[src/rtl/exc_pkg.sv]
// Shared definitions for the exception sequencer: input exception codes,
// CP0 Cause.ExcCode values, sequencer state encoding and the decoder result.
package exc_pkg;

    localparam logic [31:0] EXC_NONE    = 32'h0000_0000;
    localparam logic [31:0] EXC_INT0    = 32'h0000_0001;
    localparam logic [31:0] EXC_INT7    = 32'h0000_0008;
    localparam logic [31:0] EXC_SYSCALL = 32'h0000_0009;
    localparam logic [31:0] EXC_BREAK   = 32'h0000_000a;
    localparam logic [31:0] EXC_RI      = 32'h0000_000b;
    localparam logic [31:0] EXC_OV      = 32'h0000_000c;
    localparam logic [31:0] EXC_ERET    = 32'h0000_000d;

    localparam logic [4:0] EXCCODE_INT = 5'd0;
    localparam logic [4:0] EXCCODE_SYS = 5'd8;
    localparam logic [4:0] EXCCODE_BP  = 5'd9;
    localparam logic [4:0] EXCCODE_RI  = 5'd10;
    localparam logic [4:0] EXCCODE_OV  = 5'd12;

    typedef enum logic [1:0] {
        ST_IDLE,
        ST_SAVE,
        ST_FLUSH,
        ST_REDIRECT
    } exc_state_t;

endpackage

[src/rtl/exc_code_map.sv]
// Combinational decoder: pipeline exception code -> {valid, is_eret, exccode}.
// Codes outside 1..0xd decode as "no exception".
module exc_code_map
    import exc_pkg::*;
(
    input  logic [31:0] excepttype_i,
    output logic        valid_o,
    output logic        is_eret_o,
    output logic [4:0]  exccode_o
);

    always_comb begin
        valid_o   = 1'b0;
        is_eret_o = 1'b0;
        exccode_o = EXCCODE_INT;
        if (excepttype_i >= EXC_INT0 && excepttype_i <= EXC_INT7) begin
            valid_o = 1'b1;
        end else begin
            case (excepttype_i)
                EXC_SYSCALL: begin valid_o = 1'b1; exccode_o = EXCCODE_SYS; end
                EXC_BREAK:   begin valid_o = 1'b1; exccode_o = EXCCODE_BP;  end
                EXC_RI:      begin valid_o = 1'b1; exccode_o = EXCCODE_RI;  end
                EXC_OV:      begin valid_o = 1'b1; exccode_o = EXCCODE_OV;  end
                EXC_ERET:    begin valid_o = 1'b1; is_eret_o = 1'b1;        end
                default:     ;
            endcase
        end
    end

endmodule

[src/rtl/exception_sequencer.sv]
// Sequences exception entry / eret return: CP0 update, pipeline flush and
// PC redirect with acknowledge. Outputs depend only on state and registers.
//
//   state       | meaning
//   ------------+-------------------------------------------------------
//   ST_IDLE     | waiting for a committing instruction with a valid code
//   ST_SAVE     | one-cycle CP0 write strobe (EPC/Cause/Status)
//   ST_FLUSH    | flush_o held for FLUSH_CYCLES cycles
//   ST_REDIRECT | redirect request held until redirect_ack_i
module exception_sequencer
    import exc_pkg::*;
#(
    parameter logic [31:0] HANDLER_PC   = 32'hBFC0_0380,
    parameter int          FLUSH_CYCLES = 2
) (
    input  logic        clk,
    input  logic        rst,
    input  logic [31:0] excepttype_i,
    input  logic        commit_valid_i,
    input  logic [31:0] pc_i,
    input  logic        in_delay_slot_i,
    input  logic [31:0] cp0_epc_i,
    input  logic        redirect_ack_i,
    output logic        stall_o,
    output logic        flush_o,
    output logic        cp0_we_o,
    output logic [31:0] epc_o,
    output logic [4:0]  exccode_o,
    output logic        bd_o,
    output logic        exl_set_o,
    output logic        exl_clr_o,
    output logic        redirect_valid_o,
    output logic [31:0] redirect_pc_o
);

    localparam logic [3:0] FLUSH_LOAD = 4'(FLUSH_CYCLES - 1);

    exc_state_t  state, state_nxt;
    logic [3:0]  flush_cnt;
    logic        dec_valid, dec_eret;
    logic [4:0]  dec_exccode;
    logic        accept;

    logic        eret_q;
    logic        bd_q;
    logic [4:0]  exccode_q;
    logic [31:0] epc_q;
    logic [31:0] eret_tgt_q;

    exc_code_map u_code_map (
        .excepttype_i (excepttype_i),
        .valid_o      (dec_valid),
        .is_eret_o    (dec_eret),
        .exccode_o    (dec_exccode)
    );

    assign accept = (state == ST_IDLE) && commit_valid_i && dec_valid;

    always_ff @(posedge clk or posedge rst) begin
        if (rst) begin
            state      <= ST_IDLE;
            flush_cnt  <= '0;
            eret_q     <= 1'b0;
            bd_q       <= 1'b0;
            exccode_q  <= '0;
            epc_q      <= '0;
            eret_tgt_q <= '0;
        end else begin
            state <= state_nxt;
            if (accept) begin
                eret_q     <= dec_eret;
                bd_q       <= in_delay_slot_i;
                exccode_q  <= dec_exccode;
                // EPC points at the branch when the faulting instruction is in its delay slot
                epc_q      <= in_delay_slot_i ? (pc_i - 32'd4) : pc_i;
                eret_tgt_q <= cp0_epc_i;
            end
            if (state == ST_SAVE) begin
                flush_cnt <= FLUSH_LOAD;
            end else if (state == ST_FLUSH && flush_cnt != 4'd0) begin
                flush_cnt <= flush_cnt - 4'd1;
            end
        end
    end

    always_comb begin
        state_nxt = state;
        case (state)
            ST_IDLE:     if (accept) state_nxt = ST_SAVE;
            ST_SAVE:     state_nxt = ST_FLUSH;
            ST_FLUSH:    if (flush_cnt == 4'd0) state_nxt = ST_REDIRECT;
            ST_REDIRECT: if (redirect_ack_i) state_nxt = ST_IDLE;
            default:     state_nxt = ST_IDLE;
        endcase
    end

    always_comb begin
        stall_o          = (state != ST_IDLE);
        flush_o          = (state == ST_FLUSH);
        cp0_we_o         = 1'b0;
        epc_o            = '0;
        exccode_o        = '0;
        bd_o             = 1'b0;
        exl_set_o        = 1'b0;
        exl_clr_o        = 1'b0;
        redirect_valid_o = 1'b0;
        redirect_pc_o    = '0;
        if (state == ST_SAVE) begin
            cp0_we_o = 1'b1;
            if (eret_q) begin
                exl_clr_o = 1'b1;
            end else begin
                exl_set_o = 1'b1;
                epc_o     = epc_q;
                exccode_o = exccode_q;
                bd_o      = bd_q;
            end
        end
        if (state == ST_REDIRECT) begin
            redirect_valid_o = 1'b1;
            redirect_pc_o    = eret_q ? eret_tgt_q : HANDLER_PC;
        end
    end

endmodule

[config.mk]
export PLATFORM = sky130hd
export DESIGN_NAME = exception_sequencer
export DESIGN_NICKNAME = d
export VERILOG_FILES = /design/src/rtl/exc_pkg.sv /design/src/rtl/exc_code_map.sv /design/src/rtl/exception_sequencer.sv
export SDC_FILE = /design/constraint.sdc
export NUM_CORES = 1
export LEC_CHECK = 0
export BUFFER_PORTS_ARGS = -buffer_cell sky130_fd_sc_hd__buf_4
export CORE_ASPECT_RATIO = 2
export CORE_MARGIN = 4
export CORE_UTILIZATION = 52
export DETAILED_ROUTE_END_ITERATION = 10
export GPL_TIMING_DRIVEN = 0
export PLACE_DENSITY = 0.9
export SLEW_MARGIN = 20
export SYNTH_ARGS = -nofsm -noshare
export SYNTH_HDL_FRONTEND = slang
export SYNTH_SLANG_ARGS = --single-unit
export TNS_END_PERCENT = 20
[constraint.sdc]
create_clock -name clk -period 5.9 [get_ports clk]
set_clock_uncertainty 0.05 [all_clocks]
set_input_delay 0.295 -clock clk [delete_from_list [all_inputs] [get_ports clk]]
set_output_delay 0.295 -clock clk [all_outputs]
set_load 0.01 [all_outputs]
## Word level (Yosys, flattened, before mapping)

Index checks and enable logic that the tools add are counted.

| cells by class | value |
|---|---|
| add/sub/neg operators | 2 |
| order comparisons | 2 |
| eq/ne operators | 11 |
| multiplexer cells | 27 |
| reduce and logical (&&, ||, !) cells | 11 |

Operators with widths:

| cell | count |
|---|---|
| $eq A32 B4 Y1 const B | 5 |
| $mux W32 | 5 |
| $ge A32 B1 Y1 const B | 1 |
| $le A32 B4 Y1 const B | 1 |
| $sub A32 B3 Y32 const B | 1 |
| $pmux W4 S4 | 1 |
| $mux W5 | 3 |
| $mux W1 | 12 |
| $mux W4 | 2 |
| $pmux W2 S4 | 1 |
| $mux W2 | 3 |
| $reduce_or A5 Y1 | 1 |
| $eq A2 B2 Y1 const B | 2 |
| $logic_and A1 B1 Y1 | 4 |
| $logic_not A4 Y1 | 1 |
| $ne A2 B2 Y1 const B | 2 |
| $reduce_bool A2 Y1 | 2 |
| $reduce_bool A4 Y1 | 1 |
| $sub A4 B1 Y4 const B | 1 |
| $reduce_and A3 Y1 | 1 |
| $eq A2 B1 Y1 const B | 1 |
| $logic_not A2 Y1 | 1 |
| $ne A2 B1 Y1 const B | 1 |

| storage, ports and cells | value |
|---|---|
| register bits | 77 |
| input port bits | 101 |
| output and inout bits | 76 |
| word-level logic and storage cells | 60 |

## Logic depth before layout (Yosys ltp)

| logic depth | value |
|---|---|
| depth in word-level cells | 7 |
| mapped depth | 8 |

## Hierarchy

Synthesis repeated with hierarchy kept, for this count alone.

| unflattened totals | value |
|---|---|
| cells, all modules | 433 |
| area total of the unflattened synthesis | 4287.9 µm² |

By module, submodules not included:

| module | times used | cells an instance | area an instance (µm²) | seq. area each (µm²) |
|---|---|---|---|---|
| exception_sequencer | 1 | 407 | 4086.4 | 1926.8 |
| exc_code_map | 1 | 26 | 201.4 | 0.0 |

## Worst setup path before layout

No wires, ideal clock.

| timing | value |
|---|---|
| path type | input to register |
| start point | input excepttype_i[26] |
| end point | register eret_tgt_q[30] |
| library setup time | 0.125 ns |
| arrival time | 1.807 ns |
| data required time | 5.725 ns |
| setup slack | 3.918 ns |
| stages | 6 |
| buffers on the path | 2 |
| path through | nor4_1 > nand4_1 > nor4_2 > buf_2 > buf_2 > mux2_2 |

| on the way | value |
|---|---|
| cells in the longest elaborated chain, start to end | 5 |
| elaborated cells between the ends (all ways) | 12 |
| those cells by class | order compare (2); eq/ne (5); mux (2); reduce/logical (3) |

Ends and longest elaborated chain:

| item | line | text |
|---|---|---|
| from (decl) | exception_sequencer.sv:18 | `input logic [31:0] excepttype_i,` |
| branches (longest 3 deep; another with $ge A32 B1 Y1) | -- |  |
| $mux W1 * | exc_code_map.sv:16 | `if (excepttype_i >= EXC_INT0 && excepttype_i <= EXC_INT7) begin` |
| $logic_and A1 B1 Y1 * | exception_sequencer.sv:57 | `assign accept = (state == ST_IDLE) && commit_valid_i && dec_valid;` |
| to (signal assigned) | exception_sequencer.sv:76 | `eret_tgt_q <= cp0_epc_i;` |
| to (decl) | exception_sequencer.sv:48 | `logic [31:0] eret_tgt_q;` |

Mark *: on every way between the ends.
A chain may end at the register's enable or synchronous reset.

## Final worst setup path

| timing | value |
|---|---|
| start point | register state[1] |
| end point | output epc_o[14] |

| on the way | value |
|---|---|
| cells in the longest elaborated chain, start to end | 2 |

Ends and longest elaborated chain:

| item | line | text |
|---|---|---|
| from (decl) | exception_sequencer.sv:38 | `exc_state_t state, state_nxt;` |
| from (signal assigned) | exception_sequencer.sv:69 | `state <= state_nxt;` |
| $eq A2 B1 Y1 | exception_sequencer.sv:108 | `if (state == ST_SAVE) begin` |
| $mux W32 | exception_sequencer.sv:108 |  |
| to (decl) | exception_sequencer.sv:27 | `output logic [31:0] epc_o,` |

No other way between the ends.

==> flow_summary.yaml <==
pwr:
  ir_worst_vdd_uv: 184
  powerDensity_nw_per_um2: 210
  seqPwrFrac_pct: 41.4
  switchingPower_mw: 0.257
  p_clk_share_pct: 50.4
  sw_frac_of_total_pct: 20.4
  combPwrFrac_pct: 8.2
  intPower_mw: 1.00
  leakagePower_nw: 3.12
cts:
  clk_latency_ns: 0.32
  cts-root-buf: "clkbuf_16"
  cts_sinks: 76
  cts_tree: "built"
  cts.clk_slew.worst_paths_ns: 0.06
  cts_buffer_depth: 2
  cts_buffers: 9
  cts_max_level: 3
finish:
  multi_input_area_um2: 2080
  drive_above_1_share_pct: 37.1
  layout_common_cells: "buf_4, dfrtp_1, a21oi_1"
  register_area_um2: 1900
  area_delta_synth_final_pct: 43.5
  antennaDiodeCount: 0
  finalNonFillerCells: 734
  final_common_cell: "buf_4"
  num-fill-cells: 545
  layout.nets: 742
  fin_util_pct: 76.3
floorplan:
  std_cell_rows: 46
  dieArea_um2: 9650
  num_io_pins: 177
  initial_core_util_pct: 53.2
  fp.dieW_um: 71.5
  die_y_um: 135
  core-area_um2: 7890
route:
  viasPerCell: 5.48
  drc: 0
  via_count: 4021
  drt-pass1-iter-count: 4
  routedWlPerCell_um: 17.5
  ant_nets: 0
  drt_iter0_markers: 206
  routed_wirelength_um: 12800
setup_path:
  start_kind: "flop"
  path_class: "flop to output port"
  crit_fanout: 10
  crit_arrival_ns: 2.45
  critPathRequiredTime_ns: 5.56
  cp-end-kind: "output port"
  r2r_setup_slack_ns: 3.45
grt:
  grt_pass1_wl_um: 20300
  grt-ovfl-total: 0
  antenna_found_initial: 0
  grt_pass1_vias: 4233
  grt_max_degree: 51
  grtUsageTotal_pct: 27.1
sta:
  maxSlewViolCount: 0
  rsz0062_at_grt: "false"
  fin_crit_sh_pct: 47.4
  fin_setup_tns_ns: 0
  hold_violations: 0
  relSlewSlack_pct: 49.3
  fin_ws_ns: 3.10
  worstMarginPinSlew_ns: 0.754
  finalSetupViolations: 0
  fmax_mhz: 357
  fin_hold_ws_ns: 0.116
  fin_crit_ns: 2.80
synthesis:
  synthesis.nets: 554
  synth_ff_type: "dfrtp_1"
  synth_edf_count: 0
  netlist_area_um2: 4190
  ys_warn_count: 0
  ys_async_sr_fraction_pct: 100
  syn_inst: 445
  avgSynthCellArea_um2: 9.42
  synth-seq-cells: 76
  seq_area_frac_synth_pct: 45.4
  ys_types: 43
place:
  globalplace.congestion: 0.933
  place.port_buffers: 175
  place_inst: 717
  place_worst_setup_slack_ns: 3.28
  hpwl_um: 9910
run:
  max_cap_viol_count: 0
outcome:
  outcome: "completed"
min_path:
  hp-class: "input port to flop"
-- registers in the layout, indices dropped and copies added (netlist names) --
name and count:
epc_q 32, eret_tgt_q 32, eret_q 1, flush_cnt 4
state 2, exccode_q 4, bd_q 1
-- critical path, stage by stage, from the launching register on --
cell,delay [ns]
dfrtp_1,0.42
inv_1,0.13
ha_1,0.31
nor2b_1,0.20
clkbuf_1,0.37
clkbuf_1,0.35
and2_1,0.21
buf_4,0.13
-- worst paths after layout --
check,endpoint,from,cells past startpoint
min reg2reg,exccode_q[2],exccode_q[2],2
min in group asynchronous,eret_tgt_q[29],rst,3
max reg2reg,epc_q[6],state[1],8
min,eret_tgt_q[8],cp0_epc_i[8],3
max in group asynchronous,epc_q[19],rst,4
max,epc_o[14],state[1],7
-- metal layers --
metal	vias to the layer above	track usage (%)	part of all wire, %
li1	1895	-	-
met1	1941	27.9	35
met2	152	50.5	57
met3	33	5.51	5.3
met4	0	12.8	3.5
met5	-	0	0
-- stage by stage --
stage / power [mW] / area, µm²
final: 1.26 / 6020
after global routing: 1.30 / 6020
after detailed placement: 0.633 / 5660
after floorplan: 0.560 / 4190
after global placement: 0.627 / 5630
after CTS: 1.27 / 6020
-- cell usage after synthesis (2+ instances only) --
library cell	n	area share [%]
or4_1	5	0.90
clkbuf_1	12	1.1
nor3_1	12	1.4
ha_1	8	2.4
nand2_1	23	2.1
xnor2_1	14	2.9
o31ai_1	4	0.72
o21ai_0	16	1.9
dfrtp_1	76	45
nand2b_1	7	1.0
xor2_1	14	2.9
nand4_1	4	0.60
inv_1	25	2.2
nand3_1	4	0.48
nor4_1	13	1.9
nor2_1	37	3.3
mux2_2	26	7.0
a31oi_1	3	0.45
buf_2	12	1.4
a21oi_1	41	4.9
or3_1	8	1.2
and2_1	40	6.0
nor4b_1	2	0.42
and3_1	20	3.0
-- cell families (layout without fill, tap and decap cells) --
logic type      after synthesis  after routing  synth area share [%]
compound gates               70             70                  9.25
xor+xnor                     28             28                  5.85
fa+ha+maj                     8              8                  2.39
buf+inv                      50            243                  4.93
flops                        76             76                  45.4
mux                          27             27                  7.22
other cells                   1              1                0.0895
simple gates                185            185                  24.9
-- power groups by stage --
stage | registers (mW) | clock network, mW | logic [mW]
final | 0.522 | 0.635 | 0.104
after global routing | 0.521 | 0.669 | 0.112
after CTS | 0.522 | 0.641 | 0.104
after detailed placement | 0.531 | 0 | 0.102
after global placement | 0.531 | 0 | 0.0959
after floorplan | 0.531 | 0 | 0.0291
-- cell type report --
| cell class | instances | area share (%) |
|---|---|---|
| well taps | 96 | 2.00 |
| clock inverters | 6 | 1.85 |
| flip-flops and latches | 76 | 31.6 |
| plain buffers | 25 | 1.87 |
| clock buffers | 10 | 3.97 |
| repair buffers | 177 | 22.5 |
| multi-input cells | 319 | 34.6 |
| inverters | 25 | 1.60 |
-- what timing repair did --
item	4_1_cts	5_1_grt
hold buffers	1	0
gates resized for setup	0	0
buffers inserted	0	0
hold endpoints to repair	26	0
Power figures use the tool's default switching activity.
